`src/rtl/div_unit.sv`:
```
// div_unit: sequential signed restoring divider, MIPS DIV semantics.
// Quotient goes to lo, remainder to hi; DivStop/DivZero are 1-cycle pulses.
//
// Ports:
//   clk, reset      clock, synchronous active-high reset
//   DivCtrl         start request, sampled only in IDLE
//   a, b            dividend and divisor (signed)
//   hi, lo          registered remainder and quotient
//   DivStop         pulse: hi/lo hold a new result
//   DivZero         pulse: divisor was zero, no result
module div_unit #(
  parameter int WIDTH = 32
) (
  input  logic             clk,
  input  logic             reset,
  input  logic             DivCtrl,
  input  logic [WIDTH-1:0] a,
  input  logic [WIDTH-1:0] b,
  output logic [WIDTH-1:0] hi,
  output logic [WIDTH-1:0] lo,
  output logic             DivStop,
  output logic             DivZero
);

  localparam int CW = $clog2(WIDTH + 1);

  typedef enum logic [1:0] {
    IDLE,
    CALC,
    FIX
  } state_t;

  state_t           state, state_n;
  logic [CW-1:0]    cnt, cnt_n;
  logic [WIDTH-1:0] rem, rem_n;
  logic [WIDTH-1:0] dvd, dvd_n;
  logic [WIDTH-1:0] dsr, dsr_n;
  logic [WIDTH-1:0] hi_n, lo_n;
  logic             sq, sq_n;
  logic             sr, sr_n;
  logic             stop_n, zero_n;

  // Shifted remainder is WIDTH+1 bits so a 2^(WIDTH-1) divisor compares
  // correctly. When ge holds the difference is below dsr, so its low
  // WIDTH bits are exact.
  logic [WIDTH:0]   shl;
  logic [WIDTH-1:0] sub;
  logic             ge;

  assign shl = {rem, dvd[WIDTH-1]};
  assign ge  = shl >= {1'b0, dsr};
  assign sub = shl[WIDTH-1:0] - dsr;

  always_comb begin
    state_n = state;
    cnt_n   = cnt;
    rem_n   = rem;
    dvd_n   = dvd;
    dsr_n   = dsr;
    sq_n    = sq;
    sr_n    = sr;
    hi_n    = hi;
    lo_n    = lo;
    stop_n  = 1'b0;
    zero_n  = 1'b0;
    unique case (state)
      IDLE: begin
        if (DivCtrl) begin
          if (b == '0) begin
            zero_n = 1'b1;
          end else begin
            dvd_n   = a[WIDTH-1] ? -a : a;
            dsr_n   = b[WIDTH-1] ? -b : b;
            sq_n    = a[WIDTH-1] ^ b[WIDTH-1];
            sr_n    = a[WIDTH-1];
            rem_n   = '0;
            cnt_n   = '0;
            state_n = CALC;
          end
        end
      end
      CALC: begin
        rem_n = ge ? sub : shl[WIDTH-1:0];
        dvd_n = {dvd[WIDTH-2:0], ge};
        cnt_n = cnt + CW'(1);
        if (cnt == CW'(WIDTH - 1)) state_n = FIX;
      end
      FIX: begin
        lo_n    = sq ? -dvd : dvd;
        hi_n    = sr ? -rem : rem;
        stop_n  = 1'b1;
        state_n = IDLE;
      end
      default: state_n = IDLE;
    endcase
  end

  always_ff @(posedge clk) begin
    if (reset) begin
      state   <= IDLE;
      cnt     <= '0;
      rem     <= '0;
      dvd     <= '0;
      dsr     <= '0;
      sq      <= 1'b0;
      sr      <= 1'b0;
      hi      <= '0;
      lo      <= '0;
      DivStop <= 1'b0;
      DivZero <= 1'b0;
    end else begin
      state   <= state_n;
      cnt     <= cnt_n;
      rem     <= rem_n;
      dvd     <= dvd_n;
      dsr     <= dsr_n;
      sq      <= sq_n;
      sr      <= sr_n;
      hi      <= hi_n;
      lo      <= lo_n;
      DivStop <= stop_n;
      DivZero <= zero_n;
    end
  end

endmodule

```
`config.mk`:
```
export PLATFORM = sky130hd
export DESIGN_NAME = div_unit
export DESIGN_NICKNAME = d
export VERILOG_FILES = /design/src/rtl/div_unit.sv
export SDC_FILE = /design/constraint.sdc
export NUM_CORES = 1
export LEC_CHECK = 0
export BUFFER_PORTS_ARGS = -buffer_cell sky130_fd_sc_hd__buf_2
export CAP_MARGIN = 20
export CORE_ASPECT_RATIO = 1.1
export CORE_MARGIN = 4
export CORE_UTILIZATION = 54
export CTS_CLUSTER_SIZE = 28
export DETAILED_ROUTE_END_ITERATION = 8
export GPL_ROUTABILITY_DRIVEN = 0
export PLACE_DENSITY = 0.75
export REMOVE_ABC_BUFFERS = 1
export SYNTH_ARGS = -nofsm -noshare
export SYNTH_HDL_FRONTEND = slang
export SYNTH_SLANG_ARGS = --single-unit
```
`constraint.sdc`:
```
create_clock -name clk -period 8.7 [get_ports clk]
set_input_delay 0.87 -clock clk [delete_from_list [all_inputs] [get_ports clk]]
set_output_delay 0.87 -clock clk [all_outputs]
set_load 0.01 [all_outputs]
```
==> impl_metrics.yaml <==
status:
  status: "complete, no violations"
routing:
  totalWireLength_mm: 26.5
  vias_per_cell: 5.89
  avgRoutedWirePerCell_um: 15.9
  remaining_drc_errors: 0
  ant_nets: 0
  via_count: 9777
  dr.pass1.iters: 5
  drt_iter0_markers: 742
synthesis:
  yosysTopAreaCell: "dfxtp_1"
  synth_area_um2: 10500
  synth_edf_count: 0
  ys_types: 59
  ys_seq_area_share_pct: 32.7
  syn_avg_cell_area_um2: 7.99
  async_flop_share_pct: 0
  yosysWarnings: 0
  synth_top_cell_area_share_pct: 32.7
  syn_inst: 1318
  synth_top_cells_by_area: "dfxtp_1 33%, xor2_1 8.8%, o21ai_0 5.8%"
  synth_ff_type: "dfxtp_1"
  synth-seq-cells: 172
setup_path:
  r2r-start: "rem[22]$_SDFFE_PP0P_"
  path_class: "in -> reg"
  r2r_slack_ns: 5.21
  worstPathRequired_ns: 8.98
  crit_path_start_kind: "primary input"
  r2r_cells: 10
  worstPathMaxFanout: 45
  arrival_ns: 3.84
  crit_path_end_kind: "flop"
  r2r_end: "rem[26]$_SDFFE_PP0P_"
finish:
  antenna_cells: 0
  layout_common_cells: "172 x dfxtp_1, 142 x nor2_1, 131 x buf_2"
  syn_to_final_growth_pct: 13.1
  post-route-util_pct: 62.2
  drive_above_1_share_pct: 13.4
  fin_cells: 1660
  nets: 1505
  layout_commonest_cell: "dfxtp_1"
timing:
  slew_violations: 0
  fin_crit_sh_pct: 40.9
  worstMarginPinSlew_ns: 1.04
  relSlewSlack_pct: 30.8
  hold_slack_ns: 0.453
  layout_min_cycle_time_ns: 3.56
  final-setup-viol-count: 0
  finalWorstSetupSlack_ns: 5.14
  hold_viol_final: 0
  finClkSkew_ns: 0.0101
  fmax_mhz: 281
  finalSetupTns_ns: 0
  rsz0062_at_grt: "no"
placement:
  place_ws_ns: 4.73
  dpl.hpwl_mm: 19.3
  placedCellCount: 1627
  io_buffers: 132
clock_tree:
  clock_sinks: 172
  clock-root-buffer: "clkbuf_16"
  htree_levels: 4
  cts_tree: "yes"
  hold_buffers: 0
  clock_latency_ns: 0.43
  clkTransAtPathRegs_ns: 0.07
  post_cts_buffers: 0
  cts_made_buffers: 17
  clk_path_buf_depth: 2
  cts_resized: 0
hold_path:
  hold_class: "reg -> reg"
  hold_end: "dsr[7]$_SDFFE_PP0P_"
  hold_depth: 2
  hold_start: "dsr[7]$_SDFFE_PP0P_"
grt:
  grt_usage_pct: 23.6
  grt_pass1_wl_mm: 43.0
  grt_max_degree: 100
  antenna_found_initial: 0
  grt_remaining_overflow: 0
  grt_pass1_vias: 8847
floorplan:
  initial_utilization_pct: 55.0
  coreArea_um2: 19200
  die_y_um: 154
  die-area_um2: 21800
  die_w_um: 141
  fp-row-count: 53
  ioPinCount: 133
power:
  worst_ir_drop_vdd_uv: 190
  intPower_w: 0.00222
  switching_share_pct: 44.4
  p_seq_share_pct: 25.4
  switchingPower_w: 0.00177
  p_clk_share_pct: 19.2
  p_leak_nw: 4.73
  power.density_nw_per_um2: 336
  combPwrFrac_pct: 55.4
run:
  maxCapViolations: 0
## cells in the mapped netlist, types with 5 or more instances
master    count
dfxtp_1     172
nor2_1      143
o21ai_0     122
nand2_1     120
xor2_1      106
a211oi_1     75
clkbuf_1     68
inv_1        58
a21oi_1      56
xnor2_1      44
o31ai_1      41
ha_1         37
mux2i_1      26
nand3_1      20
o41ai_1      20
or4_1        19
nand4_1      18
nor3_1       16
a222oi_1     15
nor4_1       13
a21boi_0     12
a32oi_1      11
buf_1        10
nand2b_1      9
nor2b_1       8
or2_2         6
or3_1         6
a21o_1        5
a311oi_1      5
## critical path: stages
cell     delay [ns]
buf_2          0.11
or4_1          0.60
nor3_1         0.47
nand4_1        0.39
a21oi_1        0.27
or2_2          0.72
or3_1          0.22
xor2_1         0.14
nor3_1         0.05
## state kept, by name, summed over array words and instances, names as in the netlist, 2 cells and up
register	count
dsr	32
dvd	32
hi	32
lo	32
rem	32
cnt	6
state	2
## cell families after synthesis
group,Yosys count,synth area share [%]
and+or+nand+nor,400,17.7
AOI/OAI and AO/OA,396,25.2
DFF,172,32.7
xor gates and xnor gates,150,12.5
buffers and inverters,136,4.85
adders and majority gates,38,4.59
muxes,26,2.47
## final cells by class
| cell class | count | area (µm²) |
|---|---|---|
| flip-flops and latches | 172 | 3440 |
| multi-input cells | 1010 | 6590 |
| inverters | 58 | 218 |
| well taps | 247 | 309 |
| clock inverters | 9 | 111 |
| fillers | 1736 | 7250 |
| repair buffers | 141 | 751 |
| clock buffers | 23 | 488 |
## worst max-delay path by stage
stage,start,endpoint,cells after the start
after CTS,b[20],cnt[5]$_SDFFE_PP0P_,9
after global routing,b[20],cnt[5]$_SDFFE_PP0P_,9
after global placement,b[4],cnt[5]$_SDFFE_PP0P_,9
after floorplan,state[1]$_SDFFE_PP0P_,lo[2]$_SDFFE_PP0P_,2
after detailed placement,b[4],cnt[5]$_SDFFE_PP0P_,9
final,b[4],cnt[5]$_SDFFE_PP0P_,9
## power groups by stage
stage / Combinational [W] / Clock [W] / Sequential (W)
after floorplan: 0.00172 / 0 / 0.000981
after detailed placement: 0.00217 / 0 / 0.00103
final: 0.00221 / 0.000769 / 0.00101
after global routing: 0.00245 / 0.000813 / 0.00103
after global placement: 0.00214 / 0 / 0.00102
after CTS: 0.00219 / 0.000780 / 0.00101
## through the flow
| step | instance area [µm²] | power, W |
|---|---|---|
| 2_1_floorplan | 10200 | 0.00270 |
| 3_3_place_gp | 11300 | 0.00317 |
| 3_5_place_dp | 11300 | 0.00320 |
| 4_1_cts | 11900 | 0.00398 |
| 5_1_grt | 11900 | 0.00429 |
| 6_report | 11900 | 0.00400 |
## routing by layer
layer  global-route usage [%]  part of all wire, %  vias to the layer above
met5                        0                    0                        -
met4                     7.66                  2.2                        0
met3                     3.65                  6.0                       39
met2                     39.4                   47                      294
met1                     31.3                   45                     4489
li1                         -                    -                     4955
Power figures use the tool's default switching activity.
